### config.mk
export PLATFORM = sky130hd
export DESIGN_NAME = data_bus_arbiter
export DESIGN_NICKNAME = d
export VERILOG_FILES = /design/src/rtl/data_bus_arbiter_pkg.sv /design/src/rtl/data_bus_arbiter_pick.sv /design/src/rtl/data_bus_arbiter.sv
export SDC_FILE = /design/constraint.sdc
export NUM_CORES = 1
export LEC_CHECK = 0
export BUFFER_PORTS_ARGS = -buffer_cell sky130_fd_sc_hd__buf_4
export CORE_ASPECT_RATIO = 1.5
export CORE_MARGIN = 1
export CORE_UTILIZATION = 35
export CTS_CLUSTER_DIAMETER = 80
export DETAILED_ROUTE_END_ITERATION = 12
export PLACE_DENSITY = 0.72
export SYNTH_ARGS = -nofsm -noshare
export SYNTH_HDL_FRONTEND = slang
export SYNTH_HIERARCHICAL = 1
export SYNTH_SLANG_ARGS = --single-unit
export TNS_END_PERCENT = 50
### constraint.sdc
create_clock -name iCLK -period 3.7 [get_ports iCLK]
set_input_delay 0.185 -clock iCLK [delete_from_list [all_inputs] [get_ports iCLK]]
set_output_delay 0.185 -clock iCLK [all_outputs]
set_load 0.01 [all_outputs]
### src/rtl/data_bus_arbiter_pkg.sv
`default_nettype none
// ============================================================================
// Module      : data_bus_arbiter_pkg
// Description : Shared types and constants for the data-bus arbiter: FSM
//               state encoding, arbitration-mode selectors, bus field widths.
// Revision    : 1.0 - initial release
// ============================================================================
package data_bus_arbiter_pkg;

  // Memory-bus field widths
  localparam int ADDR_W = 32;
  localparam int DATA_W = 32;
  localparam int BE_W   = 4;

  // Internal counter widths: latency 1..4, starvation limit 1..15
  localparam int LAT_W  = 3;
  localparam int CNT_W  = 4;

  // Arbitration mode selectors
  localparam int MODE_ROUND_ROBIN = 0;
  localparam int MODE_FIXED_PRIO  = 1;

  // Sequencer states
  typedef enum logic [1:0] {
    ST_IDLE   = 2'd0,
    ST_ACCESS = 2'd1,
    ST_DONE   = 2'd2
  } state_t;

endpackage : data_bus_arbiter_pkg
`default_nettype wire

### src/rtl/data_bus_arbiter_pick.sv
`default_nettype none
// ============================================================================
// Module      : bus_arb_pick
// Description : Combinational winner select between two masters. Round-robin
//               grants the master not granted last; fixed priority grants M0
//               unless M1 has lost STARVE_LIMIT consecutive ties.
// Revision    : 1.0 - initial release
// ============================================================================
module bus_arb_pick
  import data_bus_arbiter_pkg::*;
#(
  parameter int PRIORITY_MODE = MODE_FIXED_PRIO,
  parameter int STARVE_LIMIT  = 4
) (
  input  logic             req0,
  input  logic             req1,
  input  logic             last_grant,
  input  logic [CNT_W-1:0] starve_cnt,
  output logic             grant_valid,
  output logic             grant_owner
);

  // Pick a winner; a lone requester always wins, ties follow the mode
  always_comb begin
    grant_valid = req0 | req1;
    grant_owner = req1;
    if (req0 && req1) begin
      if (PRIORITY_MODE == MODE_ROUND_ROBIN) begin
        grant_owner = ~last_grant;
      end else begin
        grant_owner = (starve_cnt == CNT_W'(STARVE_LIMIT));
      end
    end
  end

endmodule : bus_arb_pick
`default_nettype wire

### src/rtl/data_bus_arbiter.sv
`default_nettype none
// ============================================================================
// Module      : data_bus_arbiter
// Description : Two-master arbiter and sequencer for the data-memory bus.
//               Latches one request, drives the bus for the access latency
//               from registers, then pulses a one-cycle ack with read data
//               to the owning master.
// Revision    : 1.0 - initial release
// ============================================================================
module data_bus_arbiter
  import data_bus_arbiter_pkg::*;
#(
  parameter int READ_LATENCY  = 1,
  parameter int PRIORITY_MODE = MODE_FIXED_PRIO,
  parameter int STARVE_LIMIT  = 4
) (
  input  logic              iCLK,
  input  logic              iRST_n,
  input  logic              iM0Req,
  input  logic              iM0We,
  input  logic [BE_W-1:0]   iM0Be,
  input  logic [ADDR_W-1:0] iM0Addr,
  input  logic [DATA_W-1:0] iM0WData,
  output logic              oM0Ack,
  output logic [DATA_W-1:0] oM0RData,
  input  logic              iM1Req,
  input  logic              iM1We,
  input  logic [BE_W-1:0]   iM1Be,
  input  logic [ADDR_W-1:0] iM1Addr,
  input  logic [DATA_W-1:0] iM1WData,
  output logic              oM1Ack,
  output logic [DATA_W-1:0] oM1RData,
  output logic              oReadEnable,
  output logic              oWriteEnable,
  output logic [BE_W-1:0]   oByteEnable,
  output logic [ADDR_W-1:0] oAddress,
  output logic [DATA_W-1:0] oWriteData,
  input  logic [DATA_W-1:0] iReadData,
  output logic              oGrant
);

  state_t              state;
  state_t              state_nxt;
  logic                owner;
  logic                req_we;
  logic [LAT_W-1:0]    lat_cnt;
  logic [DATA_W-1:0]   rdata_q;
  logic [CNT_W-1:0]    starve_cnt;
  logic                bus_re;
  logic                bus_we;
  logic [BE_W-1:0]     bus_be;
  logic [ADDR_W-1:0]   bus_addr;
  logic [DATA_W-1:0]   bus_wdata;
  logic                grant_valid;
  logic                grant_owner;
  logic                sel_we;
  logic [BE_W-1:0]     sel_be;
  logic [ADDR_W-1:0]   sel_addr;
  logic [DATA_W-1:0]   sel_wdata;
  logic                access_last;
  logic                grant_now;

  bus_arb_pick #(
    .PRIORITY_MODE (PRIORITY_MODE),
    .STARVE_LIMIT  (STARVE_LIMIT)
  ) u_pick (
    .req0        (iM0Req),
    .req1        (iM1Req),
    .last_grant  (owner),
    .starve_cnt  (starve_cnt),
    .grant_valid (grant_valid),
    .grant_owner (grant_owner)
  );

  // Attributes of the master that wins this round
  assign sel_we      = grant_owner ? iM1We    : iM0We;
  assign sel_be      = grant_owner ? iM1Be    : iM0Be;
  assign sel_addr    = grant_owner ? iM1Addr  : iM0Addr;
  assign sel_wdata   = grant_owner ? iM1WData : iM0WData;
  assign access_last = (lat_cnt == LAT_W'(1));
  assign grant_now   = (state == ST_IDLE) && grant_valid;

  // Bus outputs come straight from registers so they never glitch
  assign oReadEnable  = bus_re;
  assign oWriteEnable = bus_we;
  assign oByteEnable  = bus_be;
  assign oAddress     = bus_addr;
  assign oWriteData   = bus_wdata;
  assign oGrant       = owner;

  // State register; reset aborts any access in flight
  always_ff @(posedge iCLK) begin
    if (!iRST_n) begin
      state <= ST_IDLE;
    end else begin
      state <= state_nxt;
    end
  end

  // Next-state and ack/read-data outputs
  always_comb begin
    state_nxt = state;
    oM0Ack    = 1'b0;
    oM1Ack    = 1'b0;
    oM0RData  = '0;
    oM1RData  = '0;
    case (state)
      ST_IDLE: begin
        if (grant_valid) begin
          state_nxt = ST_ACCESS;
        end
      end
      ST_ACCESS: begin
        if (access_last) begin
          state_nxt = ST_DONE;
        end
      end
      ST_DONE: begin
        state_nxt = ST_IDLE;
        oM0Ack    = ~owner;
        oM1Ack    = owner;
        if (!req_we) begin
          oM0RData = owner ? '0 : rdata_q;
          oM1RData = owner ? rdata_q : '0;
        end
      end
      default: state_nxt = ST_IDLE;
    endcase
  end

  // Request latch, latency counter, bus drive and read-data capture
  always_ff @(posedge iCLK) begin
    if (!iRST_n) begin
      owner     <= 1'b1;
      req_we    <= 1'b0;
      lat_cnt   <= '0;
      rdata_q   <= '0;
      bus_re    <= 1'b0;
      bus_we    <= 1'b0;
      bus_be    <= '0;
      bus_addr  <= '0;
      bus_wdata <= '0;
    end else begin
      case (state)
        ST_IDLE: begin
          if (grant_valid) begin
            owner     <= grant_owner;
            req_we    <= sel_we;
            lat_cnt   <= sel_we ? LAT_W'(1) : LAT_W'(READ_LATENCY);
            bus_re    <= ~sel_we;
            bus_we    <= sel_we;
            bus_be    <= sel_be;
            bus_addr  <= sel_addr;
            bus_wdata <= sel_wdata;
          end
        end
        ST_ACCESS: begin
          lat_cnt <= lat_cnt - LAT_W'(1);
          if (access_last) begin
            if (!req_we) begin
              rdata_q <= iReadData;
            end
            bus_re    <= 1'b0;
            bus_we    <= 1'b0;
            bus_be    <= '0;
            bus_addr  <= '0;
            bus_wdata <= '0;
          end
        end
        default: begin
        end
      endcase
    end
  end

  if (PRIORITY_MODE == MODE_FIXED_PRIO) begin : g_starve
    // Count ties M1 loses; an M1 grant clears the count
    always_ff @(posedge iCLK) begin
      if (!iRST_n) begin
        starve_cnt <= '0;
      end else if (grant_now) begin
        if (grant_owner) begin
          starve_cnt <= '0;
        end else if (iM1Req && (starve_cnt != CNT_W'(STARVE_LIMIT))) begin
          starve_cnt <= starve_cnt + CNT_W'(1);
        end
      end
    end
  end else begin : g_no_starve
    assign starve_cnt = '0;
  end

endmodule : data_bus_arbiter
`default_nettype wire

Word-level counts from Yosys, hierarchy flattened
Cells that the tools add are included.
Widths: inputs -> output; s select.
{"block": "totals", "out_inout_bits": 137, "ff_bits": 113, "inputBits": 174, "word_cells": 69}
{"block": "classes", "n_addsub": 2, "eq_ne": 7, "n_mux": 33, "bitwise_logic": 4, "n_reduce_logical": 12}
{"op": "$mux 32", "count": 11}
{"op": "$pmux 32 s2", "count": 2}
{"op": "$mux 4", "count": 5}
{"op": "$pmux 4 s2", "count": 1}
{"op": "$reduce_and 2->1", "count": 4}
{"op": "$mux 1", "count": 7}
{"op": "$pmux 3 s2", "count": 1}
{"op": "$reduce_and 3->1", "count": 2}
{"op": "$add 4x1->4 const B", "count": 1}
{"op": "$eq 4x3->1 const B", "count": 1}
{"op": "$mux 2", "count": 2}
{"op": "$ne 2x2->1 const B", "count": 2}
{"op": "$ne 4x3->1 const B", "count": 1}
{"op": "$pmux 1 s2", "count": 2}
{"op": "$pmux 2 s2", "count": 1}
{"op": "$reduce_bool 2->1", "count": 2}
{"op": "$eq 3x1->1 const B", "count": 1}
{"op": "$logic_and 1x1->1", "count": 3}
{"op": "$mux 3", "count": 1}
{"op": "$not 1->1", "count": 3}
{"op": "$sub 3x1->3 const B", "count": 1}
{"op": "$eq 2x1->1 const B", "count": 1}
{"op": "$eq 2x2->1 const B", "count": 1}
{"op": "$logic_not 2->1", "count": 1}
{"op": "$or 1x1->1", "count": 1}

Logic depth before layout (Yosys ltp)
Gate-level depths: netlist of run 1.
{"block": "logic_depth", "depth_word": 6, "ltp_mapped": 8, "depth_no_buf": 5}

Cells and area by module
Netlist of run 1, hierarchy kept.
{"module": "data_bus_arbiter", "cells_each": 558, "area_per_inst_um2": 5328.9, "instances": 1, "seq_area_each_um2": 2262.2}
{"module": "bus_arb_pick", "cells_each": 3, "area_per_inst_um2": 23.8, "instances": 1, "seq_area_each_um2": 0.0}

Least setup slack after synthesis of run 1
No wires, ideal clock.
{"block": "synth_path", "kind": "register to register", "startpoint": "reg starve_cnt[1]", "endpoint": "reg bus_addr[0], in the netlist oAddress[0]", "period_less_slack_ns": 2.185, "n_path_buf": 3, "arrival_time_ns": 2.070, "setup_time_ns": 0.115, "path_stages_with_launch": 8, "t_required_ns": 3.585, "slack_ns": 1.515, "path_cell_list": "dfxtp_1 or4b_1 a21boi_1 buf_2 buf_2 clkbuf_1 mux2i_1 o2bb2ai_2"}
{"block": "synth_between", "elab_chain_len": 5}
{"item": "start, declared", "line": "data_bus_arbiter.sv:48", "source": "logic [CNT_W-1:0] starve_cnt;"}
{"item": "start signal, assigned", "line": "data_bus_arbiter.sv:185", "source": "starve_cnt <= starve_cnt + CNT_W'(1);"}
{"item": "$eq 4x3->1", "line": "data_bus_arbiter_pick.sv:31", "source": "grant_owner = (starve_cnt == CNT_W'(STARVE_LIMIT));"}
{"item": "$mux 1", "line": "data_bus_arbiter_pick.sv:27", "source": "if (req0 && req1) begin"}
{"item": "named net grant_owner", "line": "data_bus_arbiter.sv:55", "source": "logic grant_owner;"}
{"item": "$mux 32", "line": "data_bus_arbiter.sv:78", "source": "assign sel_addr = grant_owner ? iM1Addr : iM0Addr;"}
{"item": "$mux 32", "line": "data_bus_arbiter.sv:146", "source": "if (grant_valid) begin"}
{"item": "$pmux 32 s2", "line": "data_bus_arbiter.sv:144", "source": "case (state)"}
{"item": "end signal, assigned", "line": "data_bus_arbiter.sv:153", "source": "bus_addr <= sel_addr;"}
{"item": "end, declared", "line": "data_bus_arbiter.sv:52", "source": "logic [ADDR_W-1:0] bus_addr;"}
The timed path passes the listed nets, and every way through them passes these cells. The select of a mux whose other input is x is not followed.
A chain may end at the register's enable or synchronous reset.

Worst setup path after layout of run 1
{"block": "layout_path", "startpoint": "reg starve_cnt[0]", "endpoint": "reg bus_addr[31], in the netlist oAddress[31]"}
The elaborated chain is that of the path after synthesis.

==> results of run 1 <==
## final timing paths
check,start,endpoint,slack [ps],depth (start not counted)
setup / recovery,starve_cnt[0],oAddress[31],1250,5
hold / removal,iM0Addr[3],oAddress[3],40,3
setup reg to reg,starve_cnt[0],oAddress[31],1250,5
hold reg to reg,oWriteData[4],oWriteData[4],460,1
## area by class of cell
class / count / area [sq um]
clock inverter: 13 / 139
tap: 199 / 249
fill: 1394 / 6610
sequential: 113 / 2260
clock buffer: 18 / 429
multi-input combinational: 383 / 2840
timing repair buffer: 323 / 2450
inverter: 7 / 26.3
## registers in the layout, indices dropped and copies added (netlist names)
register and flops:
oByteEnable 4, req_we 1, oReadEnable 1, oWriteEnable 1
oAddress 32, oWriteData 32, lat_cnt 3, oGrant 1
state 2, rdata_q 32, starve_cnt 4
## critical path, cell delays in order (launching register included)
cell	delay, ps
dfxtp_1	360
or4b_1	580
a21boi_4	720
buf_4	360
mux2i_1	210
o2bb2ai_1	70
## cell families after synthesis
logic type                 count (synthesis)
and+or+nand+nor                          158
DFF                                      113
buffers and inverters                     65
adders and majority gates                  4
AOI/OAI and AO/OA                        152
muxes                                     69
## per-stage QoR
stage / hold WS, ps / instances / utilization / setup WS (ps) / power, mW
finish: 44.3 / 1056 / 0.560 / 1250 / 3.61
CTS: 29.8 / 1056 / 0.560 / 1210 / 3.66
detailed placement: 448 / 1025 / 0.522 / 1200 / 2.08
floorplan: 333 / 561 / - / 1520 / 1.74
global placement: 446 / 1025 / 0.522 / 1290 / 2.07
global route: 33.4 / 1056 / 0.560 / 1080 / 3.78
## cells in the final DEF, fill, tap and decap left out, types with 12 or more instances in the layout
master and count:
o2bb2ai_2 20, and2_1 32, o21ai_0 47, nand2_1 19, a21oi_1 38, buf_4 321, dfxtp_1 113, o2bb2ai_1 38
clkbuf_16 17, nand4_1 13, mux2_2 12, nand3_1 35, mux2i_1 57, and3_1 32
## per-layer routing
metal | global-route usage | vias to the layer above | routed length [microns]
li1 | - | 2618 | -
met1 | 0.220 | 2422 | 6330
met2 | 0.378 | 209 | 8580
met3 | 0.0517 | 15 | 1010
met4 | 0.0651 | 0 | 256
met5 | 0 | - | 0
## report_power, final
group / internal [mW] / switching [mW]
clock: 0.987 / 0.578
sequential: 1.32 / 0.0742
combinational: 0.342 / 0.311
==> impl_metrics.toml, run 1 <==
[yosys]
syn_inst = 561
synth-adder-area-share = 0.00935
ys_types = 45
synth_area_per_cell_sq_um = 9.54
synth_warnings = 6
synthesis.area_sq_um = 5350
synthTopCellsByArea = "dfxtp_1 (42%), mux2i_1 (11%), o2bb2ai_1 (6.2%), o2bb2ai_2 (5.6%), o21ai_0 (4.4%)"
synthSimpleGateAreaFrac = 0.172
yosys.area.top_type_share = 0.423
synth_mux_area_frac = 0.132
synth_top_family_by_area = "compound AO/OA/AOI/OAI gates"
synth_edf_count = 0
synth_compound_gate_area_share = 0.211
synth_top_cell_by_area = "dfxtp_1"
synth-main-ff-cell = "dfxtp_1"
synth.most_common_cell = "dfxtp_1"
ys_async_sr_fraction = 0
yosys-top-cells-count = "dfxtp_1 (113), mux2i_1 (57), o21ai_0 (47)"
synth_nets = 739
synth_xor_area_frac = 0
ys_ff_latch = 113
yosysSeqAreaShare = 0.423

[floorplan]
die-area_sq_um = 15800
placement_rows = 55
ios = 311
core_sq_um = 15000
start_util = 0.357
die_h_microns = 153
die-width_microns = 103

[layout]
areaGrowthSynthToFinish_pct = 56.8
diodes = 0
final_area_sq_um = 8400
drive_gt1_frac = 0.461
nNetsFinal = 1023

[clock_tree]
clkTransAtPathRegs_ps = 60
cts_tree = "yes"
clock_sinks = 113
hold_buffers = 0
root_buffer = "clkbuf_16"
clk_latency_ps = 400
cts.path.max_buffers = 2
htree_levels = 4
cts_buffers = 17
postCtsSetupRepairBufs = 0
cts_resized = 0

[global_route]
overflow = 0
antenna_found_initial = 0
grt_max_degree = 65
grt_pass1_vias = 5031
gr-usage-all-layers = 0.204
grt_pass1_wl_microns = 25100

[routing]
drt-total-wl_microns = 16200
drt-initial-drc-count = 197
route.antenna.remaining_nets = 0
dr.pass1.iters = 7
drc_errors = 0
avgRoutedWirePerCell_microns = 15.3
vias = 5264
via_per_inst = 4.98

[sta]
hold_viol_final = 0
skew_ps = 11.0
finalCriticalPeriod_ps = 2450
rsz0062_at_grt = "false"
worst_slew_pin_slew_ps = 868
setup-tns-final_ps = 0
max_freq_mhz = 409
finalSetupViolCount = 0
drv_slew = 0
min_period_over_period = 0.662
relSlewSlack = 0.420

[power]
power.leakage_nw = 3.79
powerDensity_nw_per_um2 = 430
ir_drop_mv = 0.298

[min_path]
min_path_type = "in -> reg"

[setup_path]
critPathArrivalTime_ps = 2700
start_kind = "register"
worstSetupEndpointType = "register"
required_ps = 3960
critPathMaxFanout = 23
crit_type = "reg -> reg"

[flow_run]
max_cap_viol_count = 0

[placed_design]
io_buffer_count = 310
dpl-instance-area_sq_um = 7830
gp_congestion = 0.808
hpwl_microns = 11800

[run_status]
status = "finished, final reports clean"
Note: power is estimated with default switching activity, not from simulation.
==> inputs of run 2 (changes only) <==
Settings changed: ABC_AREA from default to 1, PLACE_DENSITY 0.72 to 0.73.
Clock period 3.7 ns to 2.1 ns, I/O delays scaled along.
==> impl_metrics.toml, run 2 <==
[run_status]
status = "finished, final reports clean"

[yosys]
synth_nets = 1090
synth-main-ff-cell = "dfxtp_1"
synth_top_cell_by_area = "dfxtp_1"
yosysSeqAreaShare = 0.386
yosys-top-cells-count = "nand2_1 (215), nor2_1 (187), dfxtp_1 (113)"
synth_warnings = 6
synth.most_common_cell = "nand2_1"
synth_area_per_cell_sq_um = 6.42
ys_async_sr_fraction = 0
synthTopCellsByArea = "dfxtp_1 (39%), nand2_1 (14%), nor2_1 (12%), nor3_1 (7.3%), o21ai_0 (6.8%)"
ys_ff_latch = 113
ys_types = 25
synthesis.area_sq_um = 5860
syn_inst = 912
synth_edf_count = 0
yosys.area.top_type_share = 0.386

[setup_path]
path_cells = "inv_1 -> nor2_1 -> nand2_1 -> buf_4 -> nor3_1 -> buf_4"
critPathArrivalTime_ps = 1760
critPathMostFrequentCell = "buf_4"
critPathMaxFanout = 33
crit_type = "reg -> out"
start_kind = "register"
worstSetupEndpointType = "output port"
required_ps = 2000
crit_slowest_cell = "dfxtp_1"
cp_slowest_stage_delay_ps = 390

[routing]
route.antenna.remaining_nets = 0
drt-total-wl_microns = 19300
drt-initial-drc-count = 426
drc_errors = 0
avgRoutedWirePerCell_microns = 13.5
via_per_inst = 4.76
dr.pass1.iters = 5
vias = 6819

[clock_tree]
clk_latency_ps = 410
cts.path.max_buffers = 2
clock_sinks = 113
cts_buffers = 17
postCtsSetupRepairBufs = 0
cts_tree = "yes"
clkTransAtPathRegs_ps = 50
htree_levels = 4
root_buffer = "clkbuf_16"

[global_route]
grt_pass1_wl_microns = 31000
gr-usage-all-layers = 0.225
overflow = 0
grt_pass1_vias = 6483
antenna_found_initial = 0
grt_max_degree = 75

[sta]
drv_slew = 0
setup_slack_ps = 230
worst_slew_pin_slew_ps = 639
max_freq_mhz = 535
finalCriticalPeriod_ps = 1870
rsz0062_at_grt = "false"
relSlewSlack = 0.573
hold_viol_final = 0
min_period_over_period = 0.890
setup-tns-final_ps = 0
finalSetupViolCount = 0
skew_ps = 9.72

[power]
powerDensity_nw_per_um2 = 806
finalPower_mw = 7.38
ir_drop_mv = 0.441
power.leakage_nw = 4.46

[placed_design]
gp_congestion = 0.828
dp_slack_ps = 503
io_buffer_count = 310
dp_cells = 1370
hpwl_microns = 13400

[floorplan]
die_h_microns = 160
placement_rows = 57
die-area_sq_um = 17300
core_sq_um = 16300
start_util = 0.360
ios = 311
die-width_microns = 108

[layout]
areaGrowthSynthToFinish_pct = 56.3
nNetsFinal = 1393
drive_gt1_frac = 0.307
final_cells = 1434
layout_common_cells = "buf_4 (319), nand2_1 (214), nor2_1 (187)"
utilization = 0.563
mostFrequentLayoutCell = "buf_4"
diodes = 0

[min_path]
min_path_type = "in -> reg"

[flow_run]
max_cap_viol_count = 0
==> run 2: cell types whose count changed in the layout (fill, tap and decap cells not counted), sizes merged, moves of 32 or more <==
cell / before / now
nand2: 19 / 216
nor2: 5 / 191
nor3: 3 / 96
o2bb2ai: 58 / 0
mux2i: 57 / 0
inv: 8 / 63
o21ai: 47 / 82
and2: 32 / 0
and3: 32 / 0
dlygate4sd3: 0 / 32
==> run 2: stage by stage <==
stage               hold slack [ps]  cell area [sq um]
global route                   57.3               9150
CTS                            17.4               9150
global placement                332               8200
floorplan                       236               5860
finish                         34.3               9150
detailed placement              339               8200
==> run 2: layout make-up <==
| type | count | area [sq um] |
|---|---|---|
| fillers | 1603 | 7110 |
| clock buffers | 18 | 429 |
| well taps | 206 | 258 |
| multi-input cells | 669 | 2960 |
| repair buffers | 356 | 2820 |
| inverters | 58 | 220 |
| clock inverters | 14 | 203 |
| flip-flops and latches | 113 | 2270 |
==> run 2: kinds of logic after synthesis <==
kind of cell             count (synthesis)  synth area share
AND/OR/NAND/NOR                        542             0.391
flip-flops                             113             0.386
buffers and inverters                  130             0.109
adder cells (fa/ha/maj)                  4           0.00855
AO/OA/AOI/OAI                          123             0.106
==> run 2: metal layers <==
| layer | vias up | global-route usage | wire length [microns] |
|---|---|---|---|
| met5 | - | 0 | 0 |
| met4 | 0 | 0.0990 | 616 |
| met3 | 40 | 0.0515 | 1090 |
| met2 | 211 | 0.411 | 10000 |
| met1 | 3062 | 0.242 | 7610 |
| li1 | 3506 | - | - |
==> run 2: critical path, delay by kind of cell (launching register included) <==
kind	cells	cell delay, ps
flip-flops	1	390
AND/OR/NAND/NOR	3	500
buffers and inverters	3	470
==> run 2: power by group <==
group | leakage, nW | internal, mW | switching (mW)
sequential | 0.930 | 2.40 | 0.135
clock | 0.302 | 2.01 | 1.06
combinational | 3.23 | 0.797 | 0.986
total | 4.46 | 5.20 | 2.18
==> run 2: path summary, 6_finish.rpt <==
path                          to           from  slack, ps  cells after the start
setup / recovery     oM0RData[3]       state[1]        230                      6
hold / removal       oAddress[6]     iM1Addr[6]         30                      5
setup reg to reg  oWriteData[26]  starve_cnt[2]        490                      9
hold reg to reg       lat_cnt[1]     lat_cnt[1]        460                      2
==> run 2: repair_timing <==
| item | 4_1_cts | 5_1_grt |
|---|---|---|
| hold buffers | 32 | 0 |
| resized for setup | 0 | 0 |
| hold endpoints to repair | 32 | 0 |
